$ cat src/rtl/sat_counter.sv
// sat_counter
//   Saturating up-counter with synchronous clear. When clr and inc are both
//   high in the same cycle, the count restarts at 1, so that the event is not lost.
// Ports
//   clk   in  1  rising-edge clock
//   sclr  in  1  synchronous reset, active-high (highest priority)
//   clr   in  1  synchronous clear of the count
//   inc   in  1  count one event
//   q     out W  current count; holds at all-ones
module sat_counter #(
  parameter int W = 16
) (
  input  logic         clk,
  input  logic         sclr,
  input  logic         clr,
  input  logic         inc,
  output logic [W-1:0] q
);

  always_ff @(posedge clk) begin
    if (sclr)
      q <= '0;
    else if (clr)
      q <= inc ? W'(1) : '0;
    else if (inc && (q != '1))
      q <= q + 1'b1;
  end

endmodule

$ cat config.mk
export PLATFORM = sky130hd
export DESIGN_NAME = sat_counter
export DESIGN_NICKNAME = d
export VERILOG_FILES = /design/src/rtl/sat_counter.sv
export SDC_FILE = /design/constraint.sdc
export NUM_CORES = 1
export LEC_CHECK = 0
export CORE_MARGIN = 4
export CORE_UTILIZATION = 43
export DETAILED_ROUTE_END_ITERATION = 8
export PLACE_DENSITY_LB_ADDON = 0.25
export SLEW_MARGIN = 10
export SYNTH_ARGS = -nofsm -noshare
export SYNTH_HDL_FRONTEND = slang
export SYNTH_SLANG_ARGS = --single-unit
$ cat constraint.sdc
create_clock -name clk -period 1.8 [get_ports clk]
set_input_delay 0.18 -clock clk [delete_from_list [all_inputs] [get_ports clk]]
set_output_delay 0.18 -clock clk [all_outputs]
set_load 0.01 [all_outputs]
# After elaboration in Yosys (flattened, before gate mapping)
# Index checks and enable logic that the tools add are counted.
# word_totals
ff_bits,16
output_inout_bits,16
# op_classes
n_addsub,1
n_mux,3
eq_ne,1
n_reduce_logical,2
# ops
operator,count
2-to-1 mux 16 bit,2
"adder 16 x 1 -> 16 bit, second input constant",1
"inequality test 16 bit, second input constant",1
nonzero test 2 bit,1
logical AND 1 bit,1
2-to-1 mux 1 bit,1

# Depth between registers and ports, before layout
# Gate-level depths: netlist (run 1).
# depth
ltp_word,4
depth_mapped,6

# Least setup slack after synthesis (run 1)
# No wires, ideal clock.
# synth_path
path_kind,register to register
startpoint,register q[0]
endpoint,register q[10]
required_ns,1.729
t_arrival_ns,1.726
slack_ns,0.003
stages_incl_launch_ff,7
setup_time_ns,0.071
path_cell_list,dfxtp_1 > ha_1 > nand2_1 > or3_1 > clkbuf_2 > or4_1 > a21oi_1
# synth_between
elab_chain_len,3
elab_cells_between_ends,6
classes_between,add/sub: 1; eq/ne: 1; mux: 2; reduce/logical: 2
# synth_lines
item,line_no,rtl
from (decl),17,output logic [W-1:0] q
from (signal assigned),24,q <= inc ? W'(1) : '0;
from (signal assigned),26,q <= q + 1'b1;
adder 16 x 1 -> 16 bit / inequality test 16 bit (equally long branches),"26, 25",
2-to-1 mux 16 bit / logical AND 1 bit (equally long branches),25,else if (inc && (q != '1))
2-to-1 mux 16 bit / nonzero test 2 bit (equally long branches),n/a,
# Parallel ways exist; a longest one is shown, timed or not. The select of a mux whose other input is x is not followed.
# A chain may end at the register's enable or synchronous reset.

# Final worst setup path (run 1)
# layout_path
startpoint,register q[0]
endpoint,register q[0]
# The elaborated chain is that of the path after synthesis.

==> impl_metrics.toml, run 1 <==
[run_status]
status = "finished, final reports clean"

[floorplan]
core_area_um2 = 1783
num_rows = 15
num_io_pins = 20
die_x_um = 52.22
start_util_pct = 47.16
die_h_um = 52.22
dieArea_um2 = 2727

[critical_path]
crit_type = "reg -> reg"
startpoint_type = "flip-flop"
cp-end-kind = "flip-flop"
cp_data_arrival_time_ns = 1.92
r2r_start = "q[0]"
critPathMaxFanout = 3
crit_required_ns = 2.01
worstSetupStartpoint = "q[0]"

[synth]
synth_edf_count = 0
synth_largest_area_cell = "dfxtp_1"
yosysSeqAreaShare_pct = 38.10
synthTopCellsByCount = "16 x dfxtp_1, 11 x a21oi_1, 9 x nand3_1, 6 x o31ai_1, 6 x or4_1"
synthCells = 99
yosys_warnings = 0
synth_ff_type = "dfxtp_1"
netlist_area_um2 = 840.8
synth_nets = 104
synth_most_common_cell = "dfxtp_1"
synth_area_leaders = "dfxtp_1 38%, a21oi_1 6.5%, nand3_1 5.4%"
yosysTopAreaCellShare_pct = 38.10
synthArstFlopShare_pct = 0
avgSynthCellArea_um2 = 8.493
ys_types = 33
ys_seq_elements = 16

[sta]
finalSetupViolations = 0
slew_headroom_pct = 68.26
tns_ns = 0
rsz0062_at_grt = "no"
tightestPinTransition_ns = 0.4724
finalCritPeriodShare_pct = 94.90
post-route-min-period_ns = 1.708
hold_violations = 0
finClkSkew_ns = 0.005147
slew_violations = 0
fmax_mhz = 585.4

[pwr]
p_per_area_nw_per_um2 = 465.4
peakVddDrop_v = 0.0003514
leakagePower_nw = 0.4342
power_mw = 0.5788

[grt]
grt_max_degree = 12
grt_pass1_wl_um = 3808
grt_pass1_vias = 878
overflow = 0
grt_antenna_before_repair = 0
grt_usage_pct = 18.46

[routing]
drt_wl_total_um = 2287
avgViaCountPerCell = 5.776
drc = 0
drtPass1Iterations = 5
wire_per_inst_um = 13.86
via_count = 953
dr.first_iter.drc_count = 28
ant_nets = 0

[clock_tree]
numCtsBuffers = 3
root_buffer = "clkbuf_4"
clkTransAtPathRegs_ns = 0.09
tritoncts = "built"
htree_levels = 1
cts_setup_buffers = 0
clock_latency_ns = 0.28
cts.sinks = 16
cts_buffer_depth = 2

[layout]
largest_reg_flops = 16
final_cells = 165
syn2layout_area_growth_pct = 47.92
regMostFlops = "q"
top_regs = "q (16)"
layout.nets = 147
drive_above_1_share_pct = 23.57
diodes = 0
final_util_pct = 69.75
fillCellCount = 138

[min_path]
hold_path.class = "reg -> reg"
min-delay-start = "q[4]"

[placement]
placed_cells = 162
io_buffer_count = 19
hpwl_um = 1737
gp_congestion = 0.8743

[job]
cap_violations = 0
## through the flow
step / worst slack, ns / hold slack, ns / cell area (um2)
global placement: -0.01757 / 0.5225 / 1211
detailed placement: -0.06807 / 0.5266 / 1211
CTS: 0.02462 / 0.5441 / 1234
finish: 0.09188 / 0.5180 / 1244
floorplan: 0.002830 / 0.3282 / 840.8
global route: 0.01109 / 0.5552 / 1244
## cell type report
type / instances / area, um2 / area share (%)
flip-flops and latches: 16 / 321.6 / 25.86
multi-input cells: 74 / 486.7 / 39.13
repair buffers: 42 / 362.8 / 29.18
inverters: 5 / 18.77 / 1.509
clock buffers: 3 / 22.52 / 1.811
well taps: 25 / 31.28 / 2.515
## repair_timing
item | 4_1_cts | 5_1_grt
setup endpoints to repair | 0 | 3
resized for setup | 0 | 4
hold buffers | 0 | 0
## path summary, 6_finish.rpt
check	slack, ns	depth (start not counted)	end
setup reg to reg	0.09	5	q[0]
hold / removal	0.52	2	q[4]
setup / recovery	0.09	5	q[0]
hold reg to reg	0.52	2	q[4]
## layout by cell type, fill, tap and decap left out
cell type	netlist	final
nor3_1	4	4
o21ai_0	4	4
or2_2	1	1
nor4_1	3	3
and4_1	1	1
o31a_1	1	1
o21bai_1	1	1
nand3_1	9	9
dfxtp_2	0	1
or4_4	1	1
o41ai_1	1	1
buf_4	0	23
o21a_1	1	1
or3_2	1	1
clkbuf_4	0	3
o211a_1	2	2
a2111oi_2	0	1
ha_2	0	1
or4_1	6	6
or3_1	3	3
dfxtp_1	16	15
nor3b_1	1	1
nand4_1	3	3
nand2_1	5	5
inv_1	5	5
clkdlybuf4s50_1	0	19
nand2b_1	1	1
nand4_4	1	1
a41oi_1	1	1
mux2i_1	1	1
o31ai_1	6	6
nor2_1	3	3
a21oi_1	11	11
## layer usage
layer | global-route usage (%) | part of all wire (%) | wire [um] | vias to the layer above
li1 | - | - | - | 470
met1 | 23.59 | 45 | 1034 | 435
met2 | 31.38 | 47 | 1069 | 44
met3 | 3.704 | 7.0 | 160 | 4
met4 | 5.106 | 1.0 | 23 | 0
met5 | 0 | 0 | 0 | -
## critical path: stages (launching register included)
cell	delay, ns
dfxtp_1	0.35
ha_2	0.22
nand3_1	0.13
or4_4	0.45
a2111oi_2	0.35
o21bai_1	0.16
## kinds of logic (layout without fill, tap and decap cells)
kind of cell | Yosys count | in the layout | share of synthesized area, %
AND/OR/NAND/NOR | 43 | 43 | 31.55
AO/OA/AOI/OAI | 29 | 29 | 22.62
flip-flops | 16 | 16 | 38.10
buffers and inverters | 9 | 50 | 5.058
adder cells (fa/ha/maj) | 1 | 1 | 1.488
multiplexers | 1 | 1 | 1.191
## power by group
part | switching [mW] | total (mW) | leakage [nW] | internal (mW)
Combinational | 0.0191 | 0.0384 | 0.291 | 0.0193
Sequential | 0.00124 | 0.357 | 0.130 | 0.356
Clock | 0.106 | 0.183 | 0.0138 | 0.0776
Note: power is estimated with default switching activity, not from simulation.
==> inputs of run 2 (changes only) <==
--- a/config.mk
+++ b/config.mk
@@ -9,7 +9,8 @@
 export CORE_UTILIZATION = 43
 export DETAILED_ROUTE_END_ITERATION = 8
 export PLACE_DENSITY_LB_ADDON = 0.25
-export SLEW_MARGIN = 10
+export SETUP_SLACK_MARGIN = 0.4
+export SLEW_MARGIN = 25
 export SYNTH_ARGS = -nofsm -noshare
 export SYNTH_HDL_FRONTEND = slang
 export SYNTH_SLANG_ARGS = --single-unit
==> impl_metrics.toml, run 2 (same netlist as run 1, synthesis figures left out) <==
[sta]
rsz0062_at_grt = "yes"
hold_violations = 0
fmax_mhz = 598.9
setup_ws_ns = 0.1303
slew_headroom_pct = 54.61
finClkSkew_ns = 0.001250
post-route-min-period_ns = 1.670
tightestPinTransition_ns = 0.6757
finalCritPeriodShare_pct = 92.76
finalSetupViolations = 0
slew_violations = 0
whs_ns = 0.5073

[critical_path]
crit_required_ns = 2.03
cp-end-kind = "flip-flop"
cp_data_arrival_time_ns = 1.90
critPathMaxStageDelay_ns = 0.50
critPathMaxFanout = 4
cpMaxStageDelayCell = "or4_1"
crit_chain = "ha_4 -> nand2_2 -> or3_4 -> or4_1 -> a21oi_1"
startpoint_type = "flip-flop"
crit_type = "reg -> reg"

[pwr]
peakVddDrop_v = 0.0004547
p_per_area_nw_per_um2 = 412.4
leakagePower_nw = 0.6720

[grt]
grt_usage_pct = 20.78
grt_max_degree = 12
grt_pass1_vias = 917
grt_pass1_wl_um = 4284
overflow = 0
grt_antenna_before_repair = 0

[clock_tree]
cts-hold-fix-buffers = 0
numCtsBuffers = 3
root_buffer = "clkbuf_4"
clkTransAtPathRegs_ns = 0.10
cts.sinks = 16
tritoncts = "built"
cts_buffer_depth = 2
htree_levels = 1
clock_latency_ns = 0.29

[run_status]
status = "finished, final reports clean"

[floorplan]
core_area_um2 = 1783
num_io_pins = 20
die_h_um = 52.22
die_x_um = 52.22
start_util_pct = 47.16
dieArea_um2 = 2727
num_rows = 15

[placement]
io_buffer_count = 19
place_area_um2 = 1175
hpwl_um = 1673
placed_cells = 151
place_ws_ns = -0.1227
gp_congestion = 0.8651

[layout]
largest_reg_flops = 16
top_regs = "q (16)"
drive_above_1_share_pct = 51.66
layout_commonest_cell = "buf_4"
fillCellCount = 84
layout.nets = 157
mostFrequentLayoutCells = "30 x buf_4, 12 x dfxtp_4, 9 x dlygate4sd2_1"
final_cells = 176
regMostFlops = "q"
fin_area_um2 = 1558
diodes = 0
syn2layout_area_growth_pct = 85.27

[routing]
avgViaCountPerCell = 6.136
ant_nets = 0
via_count = 1080
dr.first_iter.drc_count = 45
drc = 0
drt_wl_total_um = 3289
wire_per_inst_um = 18.69
drtPass1Iterations = 4

[job]
cap_violations = 0

[min_path]
hold_path.class = "reg -> reg"
[run 2: area by class of cell]
class                           count  area, um2  share of cell area (%)
Multi-Input combinational cell     74      651.9                   41.85
Timing Repair Buffer               52      450.4                   28.92
Sequential cell                    16      369.1                   23.69
Clock buffer                        4      36.28                   2.329
Tap cell                           25      31.28                   2.008
Inverter                            5      18.77                   1.205
[run 2: per-stage QoR]
stage / utilization [%] / setup TNS, ns / power, mW
final: 87.37 / 0 / 0.6425
after floorplan: - / 0 / 0.3779
after global placement: 65.89 / -0.3000 / 0.3982
after global routing: 87.37 / 0 / 0.6811
after CTS: 74.11 / 0 / 0.6398
after detailed placement: 65.89 / -0.4725 / 0.3993
[run 2: final timing paths]
kind	start	cells after the start	end	slack [ns]
worst max-delay path	q[1]	5	q[10]	0.13
worst min-delay path	q[10]	2	q[10]	0.51
worst max register to register	q[1]	5	q[10]	0.13
worst min register to register	q[10]	2	q[10]	0.51
[run 2: per-layer routing]
metal | wire, um | up-vias | track usage, %
met5 | 0 | - | 0
met1 | 1417 | 530 | 26.89
met4 | 44 | 0 | 5.532
met2 | 1592 | 50 | 35.56
met3 | 235 | 4 | 3.419
li1 | - | 496 | -
[run 2: repair_timing]
action                                  4_1_cts  5_1_grt
endpoints found under the setup margin       29       23
endpoints found under the hold margin         0        0
gates resized for setup                      22       39
gates cloned                                  0        1
pin swaps                                     3       16
buffers inserted                              9       11
[run 2: worst max-delay path, delay by kind of cell (launching register included)]
| kind | cells | cell delay [ns] |
|---|---|---|
| AOI/OAI and AO/OA | 1 | 0.13 |
| adders and majority gates | 1 | 0.17 |
| DFF | 1 | 0.39 |
| and+or+nand+nor | 3 | 0.91 |
[run 2: where the power goes]
group	total, mW	switching [mW]	leakage, nW	internal (mW)
Combinational	0.0500	0.0253	0.511	0.0247
Sequential	0.342	0.00290	0.140	0.340
Clock	0.250	0.127	0.0210	0.123
